## src/rtl/mem_exc_stage_if.sv

```systemverilog
// mem_exc_stage_if
//   Bundles the M-stage data-access request and the registered W-stage
//   exception result of the data-access exception stage.
//   master: the pipeline side, drives the M-stage request and observes W.
//   slave : the exception stage, observes the M-stage request and drives W.
// Signals
//   MemtoRegM  M-stage instruction is a load
//   MemWriteM  M-stage instruction is a store
//   MemOpM     access kind: 0 sw, 1 sh, 2 sb, 3 lw, 4 lh, 5 lb, 6/7 illegal
//   AddressM   effective byte address
//   ExcCodeM   exception code from earlier stages, 0 = none
//   ExcCodeW   registered merged exception code
//   BadVAddrW  registered faulting address for faults raised by this stage
interface mem_exc_stage_if;
  logic        MemtoRegM;
  logic        MemWriteM;
  logic [2:0]  MemOpM;
  logic [31:0] AddressM;
  logic [4:0]  ExcCodeM;
  logic [4:0]  ExcCodeW;
  logic [31:0] BadVAddrW;

  modport master (
    output MemtoRegM, MemWriteM, MemOpM, AddressM, ExcCodeM,
    input  ExcCodeW, BadVAddrW
  );

  modport slave (
    input  MemtoRegM, MemWriteM, MemOpM, AddressM, ExcCodeM,
    output ExcCodeW, BadVAddrW
  );
endinterface

```

## src/rtl/mem_exc_stage.sv

```systemverilog
// mem_exc_stage
//   M->W data-access exception stage. Each M-stage load/store is checked for
//   alignment and for landing in a legal address window (data memory or one of
//   NUM_DEV MMIO devices). A local fault (AdEL=4 / AdES=5) is merged with the
//   code arriving from earlier stages and registered into W together with the
//   faulting address. Saturating AdEL/AdES counters and a sticky first-fault
//   capture are kept alongside.
// Ports
//   clk, reset   clock (rising edge) and asynchronous active-high reset
//   en           1 advances the M->W register, 0 stalls everything except clr
//   flush        turns the instruction entering W into a bubble
//   clr          synchronous clear of counters and first-fault capture
//   bus          mem_exc_stage_if.slave: M-stage request in, W result out
//   first_valid  a fault has been captured since reset/clr
//   first_addr   address of the captured fault
//   first_code   code (4/5) of the captured fault
//   adel_cnt     saturating count of AdEL raised here
//   ades_cnt     saturating count of AdES raised here
module mem_exc_stage #(
  parameter logic [31:0]           DM_HI        = 32'h0000_2FFF,
  parameter int                    NUM_DEV      = 3,
  parameter logic [32*NUM_DEV-1:0] DEV_BASE     = {32'h7F20, 32'h7F10, 32'h7F00},
  parameter logic [32*NUM_DEV-1:0] DEV_LAST     = {32'h7F23, 32'h7F1B, 32'h7F0B},
  parameter logic [NUM_DEV-1:0]    DEV_WORDONLY = 3'b011,
  parameter logic [31:0]           DEV_RO_OFF   = 32'h8,
  parameter int                    CNT_W        = 16
) (
  input  logic              clk,
  input  logic              reset,
  input  logic              en,
  input  logic              flush,
  input  logic              clr,
  mem_exc_stage_if.slave    bus,
  output logic              first_valid,
  output logic [31:0]       first_addr,
  output logic [4:0]        first_code,
  output logic [CNT_W-1:0]  adel_cnt,
  output logic [CNT_W-1:0]  ades_cnt
);

  localparam logic [4:0]       CODE_ADEL = 5'd4;
  localparam logic [4:0]       CODE_ADES = 5'd5;
  localparam logic [CNT_W-1:0] CNT_ONE   = {{(CNT_W-1){1'b0}}, 1'b1};

  logic               is_word, is_half, op_bad, aligned, in_dm;
  logic [NUM_DEV-1:0] dev_ld_ok, dev_st_ok;
  logic               legal_ld, legal_st, fault_ld, fault_st;
  logic [4:0]         local_code, merged_code;
  logic               local_fault, count_evt;

  logic [4:0]       exc_w_q, exc_w_d;
  logic [31:0]      badv_w_q, badv_w_d;
  logic             first_valid_q, first_valid_d;
  logic [31:0]      first_addr_q, first_addr_d;
  logic [4:0]       first_code_q, first_code_d;
  logic [CNT_W-1:0] adel_cnt_q, adel_cnt_d;
  logic [CNT_W-1:0] ades_cnt_q, ades_cnt_d;

  // Legality check of the M-stage access. Loads and stores are judged
  // separately because the read-only word of word-only devices only
  // rejects stores; when both flags are set the store verdict wins.
  always_comb begin
    is_word   = (bus.MemOpM == 3'd0) || (bus.MemOpM == 3'd3);
    is_half   = (bus.MemOpM == 3'd1) || (bus.MemOpM == 3'd4);
    op_bad    = (bus.MemOpM > 3'd5);
    aligned   = is_word ? (bus.AddressM[1:0] == 2'b00) :
                is_half ? ~bus.AddressM[0] : 1'b1;
    in_dm     = (bus.AddressM <= DM_HI);
    dev_ld_ok = '0;
    dev_st_ok = '0;
    for (int i = 0; i < NUM_DEV; i++) begin
      dev_ld_ok[i] = (bus.AddressM >= DEV_BASE[32*i +: 32]) &&
                     (bus.AddressM <= DEV_LAST[32*i +: 32]) &&
                     (!DEV_WORDONLY[i] || is_word);
      dev_st_ok[i] = dev_ld_ok[i] &&
                     !(DEV_WORDONLY[i] &&
                       (bus.AddressM == DEV_BASE[32*i +: 32] + DEV_RO_OFF));
    end
    legal_ld = !op_bad && aligned && (in_dm || (|dev_ld_ok));
    legal_st = !op_bad && aligned && (in_dm || (|dev_st_ok));
    fault_ld = bus.MemtoRegM && !legal_ld;
    fault_st = bus.MemWriteM && !legal_st;
    local_code = fault_st ? CODE_ADES : (fault_ld ? CODE_ADEL : 5'd0);
  end

  // An earlier-stage exception has priority and masks the local fault, so
  // such a fault is neither reported with an address nor counted.
  always_comb begin
    local_fault = (bus.ExcCodeM == 5'd0) && (local_code != 5'd0);
    merged_code = (bus.ExcCodeM != 5'd0) ? bus.ExcCodeM : local_code;
    count_evt   = en && !flush && local_fault;
  end

  // Next-state logic. The W register only moves when enabled, so a stalled
  // instruction is counted exactly once, on the cycle it advances. clr acts
  // regardless of en and overrides a same-cycle count.
  always_comb begin
    exc_w_d       = exc_w_q;
    badv_w_d      = badv_w_q;
    first_valid_d = first_valid_q;
    first_addr_d  = first_addr_q;
    first_code_d  = first_code_q;
    adel_cnt_d    = adel_cnt_q;
    ades_cnt_d    = ades_cnt_q;

    if (en) begin
      if (flush) begin
        exc_w_d  = 5'd0;
        badv_w_d = 32'd0;
      end else begin
        exc_w_d  = merged_code;
        badv_w_d = local_fault ? bus.AddressM : 32'd0;
      end
    end

    if (clr) begin
      first_valid_d = 1'b0;
      first_addr_d  = 32'd0;
      first_code_d  = 5'd0;
      adel_cnt_d    = '0;
      ades_cnt_d    = '0;
    end else if (count_evt) begin
      if (local_code == CODE_ADEL) begin
        if (adel_cnt_q != '1) adel_cnt_d = adel_cnt_q + CNT_ONE;
      end else begin
        if (ades_cnt_q != '1) ades_cnt_d = ades_cnt_q + CNT_ONE;
      end
      if (!first_valid_q) begin
        first_valid_d = 1'b1;
        first_addr_d  = bus.AddressM;
        first_code_d  = local_code;
      end
    end
  end

  // State register with asynchronous reset.
  always_ff @(posedge clk or posedge reset) begin
    if (reset) begin
      exc_w_q       <= 5'd0;
      badv_w_q      <= 32'd0;
      first_valid_q <= 1'b0;
      first_addr_q  <= 32'd0;
      first_code_q  <= 5'd0;
      adel_cnt_q    <= '0;
      ades_cnt_q    <= '0;
    end else begin
      exc_w_q       <= exc_w_d;
      badv_w_q      <= badv_w_d;
      first_valid_q <= first_valid_d;
      first_addr_q  <= first_addr_d;
      first_code_q  <= first_code_d;
      adel_cnt_q    <= adel_cnt_d;
      ades_cnt_q    <= ades_cnt_d;
    end
  end

  assign bus.ExcCodeW  = exc_w_q;
  assign bus.BadVAddrW = badv_w_q;
  assign first_valid   = first_valid_q;
  assign first_addr    = first_addr_q;
  assign first_code    = first_code_q;
  assign adel_cnt      = adel_cnt_q;
  assign ades_cnt      = ades_cnt_q;

endmodule

```

## src/flat_wrapper.sv

```systemverilog
// flat-port wrapper written by rule: the top's interface ports become plain ports
module mem_exc_stage_flat 
#(
  parameter logic [31:0]           DM_HI        = 32'h0000_2FFF,
  parameter int                    NUM_DEV      = 3,
  parameter logic [32*NUM_DEV-1:0] DEV_BASE     = {32'h7F20, 32'h7F10, 32'h7F00},
  parameter logic [32*NUM_DEV-1:0] DEV_LAST     = {32'h7F23, 32'h7F1B, 32'h7F0B},
  parameter logic [NUM_DEV-1:0]    DEV_WORDONLY = 3'b011,
  parameter logic [31:0]           DEV_RO_OFF   = 32'h8,
  parameter int                    CNT_W        = 16
)
  (clk, reset, en, flush, clr, first_valid, first_addr, first_code, adel_cnt, ades_cnt, bus_MemtoRegM, bus_MemWriteM, bus_MemOpM, bus_AddressM, bus_ExcCodeM, bus_ExcCodeW, bus_BadVAddrW);
  mem_exc_stage_if bus_i ();
  input  logic clk;
  input  logic reset;
  input  logic en;
  input  logic flush;
  input  logic clr;
  output logic first_valid;
  output logic [31:0] first_addr;
  output logic [4:0] first_code;
  output logic [CNT_W-1:0] adel_cnt;
  output logic [CNT_W-1:0] ades_cnt;
  input wire logic [$bits(bus_i.MemtoRegM)-1:0] bus_MemtoRegM;
  input wire logic [$bits(bus_i.MemWriteM)-1:0] bus_MemWriteM;
  input wire logic [$bits(bus_i.MemOpM)-1:0] bus_MemOpM;
  input wire logic [$bits(bus_i.AddressM)-1:0] bus_AddressM;
  input wire logic [$bits(bus_i.ExcCodeM)-1:0] bus_ExcCodeM;
  output wire logic [$bits(bus_i.ExcCodeW)-1:0] bus_ExcCodeW;
  output wire logic [$bits(bus_i.BadVAddrW)-1:0] bus_BadVAddrW;
  assign bus_i.MemtoRegM = bus_MemtoRegM;
  assign bus_i.MemWriteM = bus_MemWriteM;
  assign bus_i.MemOpM = bus_MemOpM;
  assign bus_i.AddressM = bus_AddressM;
  assign bus_i.ExcCodeM = bus_ExcCodeM;
  assign bus_ExcCodeW = bus_i.ExcCodeW;
  assign bus_BadVAddrW = bus_i.BadVAddrW;
  mem_exc_stage #(.DM_HI(DM_HI), .NUM_DEV(NUM_DEV), .DEV_BASE(DEV_BASE), .DEV_LAST(DEV_LAST), .DEV_WORDONLY(DEV_WORDONLY), .DEV_RO_OFF(DEV_RO_OFF), .CNT_W(CNT_W)) u_core (.clk(clk), .reset(reset), .en(en), .flush(flush), .clr(clr), .bus(bus_i), .first_valid(first_valid), .first_addr(first_addr), .first_code(first_code), .adel_cnt(adel_cnt), .ades_cnt(ades_cnt));
endmodule
```

## config.mk

```make
export PLATFORM = sky130hd
export DESIGN_NAME = mem_exc_stage_flat
export DESIGN_NICKNAME = d
export VERILOG_FILES = /design/src/rtl/mem_exc_stage_if.sv /design/src/rtl/mem_exc_stage.sv /design/src/flat_wrapper.sv
export SDC_FILE = /design/constraint.sdc
export NUM_CORES = 1
export LEC_CHECK = 0
export BUFFER_PORTS_ARGS = -buffer_cell sky130_fd_sc_hd__buf_4
export CELL_PAD_IN_SITES_DETAIL_PLACEMENT = 1
export CELL_PAD_IN_SITES_GLOBAL_PLACEMENT = 2
export CORE_MARGIN = 1
export CORE_UTILIZATION = 34
export CTS_CLUSTER_DIAMETER = 80
export CTS_CLUSTER_SIZE = 28
export DETAILED_ROUTE_END_ITERATION = 10
export GPL_TIMING_DRIVEN = 0
export HOLD_SLACK_MARGIN = 0.06
export PLACE_DENSITY = 0.95
export SLEW_MARGIN = 25
export SYNTH_ARGS = -nofsm -noshare
export SYNTH_HDL_FRONTEND = slang
export SYNTH_SLANG_ARGS = --single-unit
export TNS_END_PERCENT = 100
```

## constraint.sdc

```tcl
create_clock -name clk -period 6.65 [get_ports clk]
set_clock_uncertainty 0.05 [all_clocks]
set_input_delay 1.33 -clock clk [delete_from_list [all_inputs] [get_ports clk]]
set_output_delay 1.33 -clock clk [all_outputs]
set_load 0.005 [all_outputs]
```

==> results_dict.tcl, run 1 <==
set metrics [dict create \
    fp.dieH_um 121 \
    timing.fmax_mhz 240 \
    setup_tns_ns 0 \
    min_period_ns 4.16 \
    grt_util_all_layers_pct 21.9 \
    synthFlopType "dfrtp_1" \
    gp_congestion 0.790 \
    clk_latency_ns 0.35 \
    fin_util_pct 48.2 \
    setup_violations 0 \
    overflow 0 \
    worstPathCellList "buf_4 -> nor4_1 -> nand4_1 -> or4_1 -> o21a_1 -> o21ai_0 -> buf_2 -> buf_2 -> o21ai_0 -> a21oi_1" \
    p_leak_nw 3.28 \
    syn_inst 445 \
    async_flop_share_pct 100 \
    ir_drop_mv 0.129 \
    setup_ws_ns 2.49 \
    end_kind "flip-flop" \
    fin_nets 658 \
    diodes 0 \
    critical_path_class "in2reg" \
    area_delta_synth_final_pct 35.7 \
    cts_tree "built" \
    clkSlewWorstSetupHoldPaths_ns 0.07 \
    fp-row-count 42 \
    grt_pass1_vias 4500 \
    synth_edf_count 0 \
    rsz0062_at_grt "no" \
    syn_avg_cell_area_um2 10.7 \
    hold_path_class "reg2reg" \
    r2r_slack_ns 3.80 \
    ant_nets 0 \
    antenna_found_initial 0 \
    vias_per_cell 5.43 \
    cts_hold_buf 0 \
    worstPathBufferInverterCount 3 \
    synthDistinctLibCells 46 \
    required_ns 6.86 \
    drv_slew 0 \
    dr.pass1.iters 4 \
    cts-resized-gates 0 \
    hold_ws_ns 0.464 \
    grt_first_pass_wirelength_um 24500 \
    crit_arrival_ns 4.37 \
    tightestPinTransition_ns 0.853 \
    min_period_over_period_pct 62.6 \
    dpl_worst_slack_ns 2.18 \
    power.density_nw_per_um2 202 \
    crit_family "simple AND/OR/NAND/NOR gates" \
    cts-root-buf "clkbuf_16" \
    ys_ff_latch 104 \
    drc 0 \
    cp_slowest_cell "o21ai_0" \
    grt_start_max_net_pins 63 \
    max_cap_violations 0 \
    htree_levels 3 \
    drt-initial-drc-count 246 \
    dpl.hpwl_um 11600 \
    slew_headroom_pct 42.7 \
    syn-cell-area_um2 4780 \
    path_max_fanout 10 \
    core_area_um2 13500 \
    dieArea_um2 14500 \
    ys_seq_area_share_pct 54.4 \
    io_pins 154 \
    clock_sinks 104 \
    wirelength_um 15600 \
    io_buffers 150 \
    die_w_um 121 \
    initial_utilization_pct 35.5 \
    clockBufferDepth 2 \
    wire_per_inst_um 19.8 \
    vias 4286 \
    crit_path_start_kind "primary input" \
    cts_made_buffers 9 \
    outcome "complete, no violations" \
    total_power_mw 1.31 \
    drive_gt1_share_pct 30.6 \
    hold_viol_final 0 \
    yosys_warnings 0 \
    post_cts_buffers 0 \
    slowest_delay_ns 0.56 \
]
## metrics by stage
stage / cells / cell area (um2)
6_report: 790 / 6490
5_1_grt: 790 / 6490
4_1_cts: 790 / 6490
3_5_place_dp: 774 / 6170
3_3_place_gp: 773 / 6130
2_1_floorplan: 447 / 4790
## path summary, 6_finish.rpt
kind                       cells after the start                     from                        to
max                                           10         bus_AddressM[31]        u_core.ades_cnt[3]
max in group asynchronous                      3                    reset  u_core.bus.BadVAddrW[19]
min reg2reg                                    1  u_core.bus.BadVAddrW[3]   u_core.bus.BadVAddrW[3]
min in group asynchronous                      2                    reset      u_core.first_addr[1]
max reg2reg                                   10       u_core.ades_cnt[0]        u_core.ades_cnt[3]
min                                            1  u_core.bus.BadVAddrW[3]   u_core.bus.BadVAddrW[3]
## synth_stat cells (6+ instances only)
cell type    n  area, um2
a21oi_1     30        150
nand3_1     18       90.1
o21ai_0     10       50.1
a22o_1      35        307
clkbuf_1    15       56.3
and3_1      10       62.6
o31ai_1     17        128
or3_1       10       62.6
dfrtp_1    104       2600
nand2_1     16       60.1
inv_1       10       37.5
nor2_1      48        180
nor3_1       6       30.0
or4_1       20        150
buf_2        7       35.0
mux2i_1     33        330
## registers in the layout, summed over array words and instances (netlist names)
register and count:
u_core.bus.BadVAddrW 32, u_core.first_addr 32, u_core.adel_cnt 16, u_core.ades_cnt 16, u_core.bus.ExcCodeW 5, u_core.first_code 2, u_core.first_valid 1
## placed cells by master (no fill, tap or decap), types with 2 or more instances in the layout
cell type / instances
o21ai_0: 10
a31oi_1: 2
buf_6: 2
nand3_1: 18
buf_4: 153
nand2_1: 16
nand4_1: 5
clkbuf_1: 16
o21a_1: 2
nor2_1: 48
mux2i_1: 33
o22a_1: 2
ha_1: 2
o211ai_1: 2
or3_1: 10
dfrtp_1: 104
mux2_2: 2
bufinv_16: 2
conb_1: 3
a32oi_1: 2
and3_1: 10
clkbuf_16: 9
clkinvlp_4: 2
inv_1: 9
o21ba_2: 2
or4_1: 20
buf_2: 7
o31ai_1: 17
a22o_1: 35
or2_2: 2
nor3_1: 6
a21oi_1: 30
and2_1: 2
nor2b_1: 5
nor4_1: 4
xor2_1: 3
## cell families after synthesis
group | count (synthesis) | synth area share, %
AOI/OAI and AO/OA | 111 | 16.6
xor gates and xnor gates | 3 | 0.550
adders and majority gates | 3 | 0.733
buffers and inverters | 38 | 3.72
DFF | 104 | 54.4
muxes | 35 | 7.38
other | 1 | 0.0784
and+or+nand+nor | 150 | 16.5
## layer usage
layer	track usage, %	up-vias	wire length [um]
met1	27.6	2186	6710
li1	-	1971	-
met4	5.86	0	216
met5	0	-	0
met2	37.4	115	7900
met3	5.52	14	782
## power breakdown
part,internal [mW],switching [mW],total [mW]
registers,0.637,0.00299,0.640
clock network,0.340,0.235,0.575
logic,0.0399,0.0586,0.0985
total,1.02,0.297,1.31
## worst register-to-register path: stages, from the launching register on
cell,delay [ns]
dfrtp_1,0.48
ha_1,0.25
nand2_1,0.08
or2_2,0.31
nor2_1,0.24
a31oi_1,0.15
o21ai_0,0.28
buf_2,0.33
buf_2,0.26
o21ai_0,0.12
a21oi_1,0.19
## area by class of cell
type                            instances  area, um2
Inverter                               10       42.5
Timing Repair Buffer                  151       1150
Tap cell                              176        220
Clock buffer                           11        243
Multi-Input combinational cell        305       2010
Buffer                                 28        140
Fill cell                            1504       6960
Clock inverter                          5       80.1
Sequential cell                       104       2600
(Power assumes the default switching activity.)
==> inputs of run 2 (changes only) <==
ABC_AREA = 1   (was not set)
CORE_UTILIZATION = 27   (was 34)
PLACE_DENSITY = 0.86   (was 0.95)
clock period = 3.5 ns   (was 6.65 ns; I/O delays follow)
==> results_dict.tcl, run 2 <==
set metrics [dict create \
    clockBufferDepth 2 \
    wirelength_um 17800 \
    syn_inst 667 \
    overflow 0 \
    max_cap_violations 0 \
    yosys.area.top_type "dfrtp_1" \
    cts-resized-gates 0 \
    cts_tree "built" \
    diodes 0 \
    cts-root-buf "clkbuf_16" \
    crit_arrival_ns 2.78 \
    tightestPinTransition_ns 0.632 \
    synthDistinctLibCells 41 \
    crit_path_frequent_cell "nand2_1" \
    synth_common_cells "158 x nand2_1, 104 x dfrtp_1, 101 x nand3_1" \
    dr.pass1.iters 4 \
    nFillCells 2410 \
    cts_made_buffers 9 \
    reg2reg_depth 13 \
    intPower_mw 1.88 \
    yosysMostFrequentCell "nand2_1" \
    drv_slew 0 \
    combPwrFrac_pct 8.9 \
    htree_levels 3 \
    slowest_delay_ns 0.45 \
    power.density_nw_per_um2 356 \
    end_kind "flip-flop" \
    cts_hold_buf 0 \
    outcome "complete, no violations" \
    drive_gt1_share_pct 25.7 \
    clkPwrFrac_pct 43.5 \
    crit_path_start_kind "primary input" \
    hold_viol_final 0 \
    clk_latency_ns 0.36 \
    synth_edf_count 0 \
    placed_cell_area_um2 6900 \
    synthFlopType "dfrtp_1" \
    yosys-top-cells-area "dfrtp_1 48%, nand2_1 11%, nand3_1 9.4%" \
    setup_violations 0 \
    post_cts_buffers 0 \
    final_area_um2 7210 \
    p_sw_share_pct 26.8 \
    seq_area_um2 2600 \
    slew_headroom_pct 57.9 \
    hold_path_class "in2async" \
    required_ns 3.65 \
    total_power_mw 2.57 \
    yosys_warnings 0 \
    antenna_found_initial 0 \
    syn-cell-area_um2 5400 \
    min_period_ns 2.63 \
    drc 0 \
    worstPathBufferInverterCount 2 \
    vias_per_cell 4.62 \
    initial_utilization_pct 27.6 \
    p_leak_nw 3.71 \
    timing.fmax_mhz 380 \
    cp_slowest_cell "clkbuf_1" \
    crit_family "simple AND/OR/NAND/NOR gates" \
    rsz0062_at_grt "no" \
    gp_congestion 0.855 \
    min_period_over_period_pct 75.1 \
    rr_startpoint "u_core.adel_cnt[0]" \
    dieArea_um2 20600 \
    critical_path_class "in2reg" \
    syn_avg_cell_area_um2 8.09 \
    fp-row-count 51 \
    fin_nets 880 \
    io_buffers 150 \
    clkSlewWorstSetupHoldPaths_ns 0.08 \
    crit_start "bus_AddressM[31]" \
    rr_endpoint "u_core.adel_cnt[9]" \
    area_delta_synth_final_pct 33.6 \
    ant_nets 0 \
    multi_input_area_um2 2440 \
    io_pins 154 \
    path_max_fanout 10 \
    power_frac_seq_pct 47.6 \
    ir_drop_mv 0.253 \
    vias 5082 \
    async_flop_share_pct 100 \
    dpl.hpwl_um 13600 \
    layout_common_cells "158 x nand2_1, 154 x buf_4, 104 x dfrtp_1" \
    core_area_um2 19500 \
    grt_first_pass_wirelength_um 29200 \
    grt_util_all_layers_pct 18.5 \
    drt-initial-drc-count 200 \
    die_w_um 143 \
    synth_top_area_share_pct 48.2 \
    switchingPower_mw 0.688 \
    clock_sinks 104 \
    final_common_cell "nand2_1" \
    grt_pass1_vias 5424 \
    r2r_slack_ns 1.12 \
    fp.dieH_um 143 \
    wire_per_inst_um 16.1 \
    worstPathCellList "buf_4 -> nor2_1 -> nand2_1 -> nor2_1 -> nand2_1 -> nor2_4 -> nand3_1 -> nand4_1 -> nand2_1 -> nand2_2 -> nand2_4 -> nand2_4 -> clkbuf_1 -> o211ai_1" \
    ys_seq_area_share_pct 48.2 \
    ys_ff_latch 104 \
    grt_start_max_net_pins 68 \
]
## run 2: power groups by stage
stage / sequential [mW] / combinational, mW / clock, mW
final: 1.22 / 0.229 / 1.12
after global routing: 1.23 / 0.258 / 1.20
after CTS: 1.22 / 0.236 / 1.16
after detailed placement: 1.25 / 0.235 / 0
after global placement: 1.25 / 0.227 / 0
after floorplan: 1.25 / 0.107 / 0
## run 2: logic make-up (layout without fill, tap and decap cells)
| logic type | after synthesis | in the layout | synth area share, % |
|---|---|---|---|
| buffers and inverters | 83 | 250 | 6.70 |
| xor gates and xnor gates | 22 | 22 | 3.57 |
| and+or+nand+nor | 404 | 404 | 34.3 |
| other | 1 | 3 | 0.0695 |
| adders and majority gates | 2 | 2 | 0.463 |
| AOI/OAI and AO/OA | 51 | 51 | 6.65 |
| DFF | 104 | 104 | 48.2 |
## run 2: worst max-delay path by stage
stage | to | slack, ns | cells past startpoint
floorplan | u_core.adel_cnt[0] | 0.02 | 1
CTS | u_core.bus.ExcCodeW[2] | 0.84 | 14
global route | u_core.bus.ExcCodeW[2] | 0.64 | 14
global placement | u_core.bus.BadVAddrW[3] | -1.54 | 2
finish | u_core.bus.ExcCodeW[2] | 0.87 | 14
detailed placement | u_core.bus.ExcCodeW[2] | 0.43 | 14
## run 2: area by class of cell
class,instances,share of cell area [%]
clock inverters,7,1.28
clock buffers,9,3.12
multi-input cells,482,33.9
inverters,49,2.67
repair buffers,151,16.0
well taps,265,4.60
plain buffers,34,2.41
flip-flops and latches,104,36.1
## run 2: metal layers
layer	routed length, um	global-route usage (%)	share of wire, %	vias to the layer above
li1	-	-	-	2522
met1	7770	22.7	44	2448
met2	8830	32.0	50	100
met3	1020	5.40	5.7	12
met4	160	3.42	0.90	0
met5	0	0	0	-
## run 2: per-stage QoR
step	utilization, %	setup TNS [ns]	hold WS, ns	worst slack [ns]	cells
after floorplan	-	0	0.426	0.0178	669
after global placement	35.2	-159.81	0.423	-1.54	1084
after detailed placement	35.3	0	0.425	0.430	1085
after CTS	36.9	0	0.296	0.836	1101
after global routing	36.9	0	0.299	0.638	1101
final	36.9	0	0.289	0.871	1101
## run 2: worst reg2reg max path, stage by stage (launching register included)
cell and delay, ns:
dfrtp_1 0.46, ha_1 0.20, nand2_1 0.09, nor2_1 0.18, nand2_1 0.10, nor2_1 0.23, nand2_1 0.13, nor3_1 0.15
nand2_1 0.12, nand3_4 0.16, nand2_4 0.10, buf_8 0.17, nand2_2 0.05, nand2_1 0.05
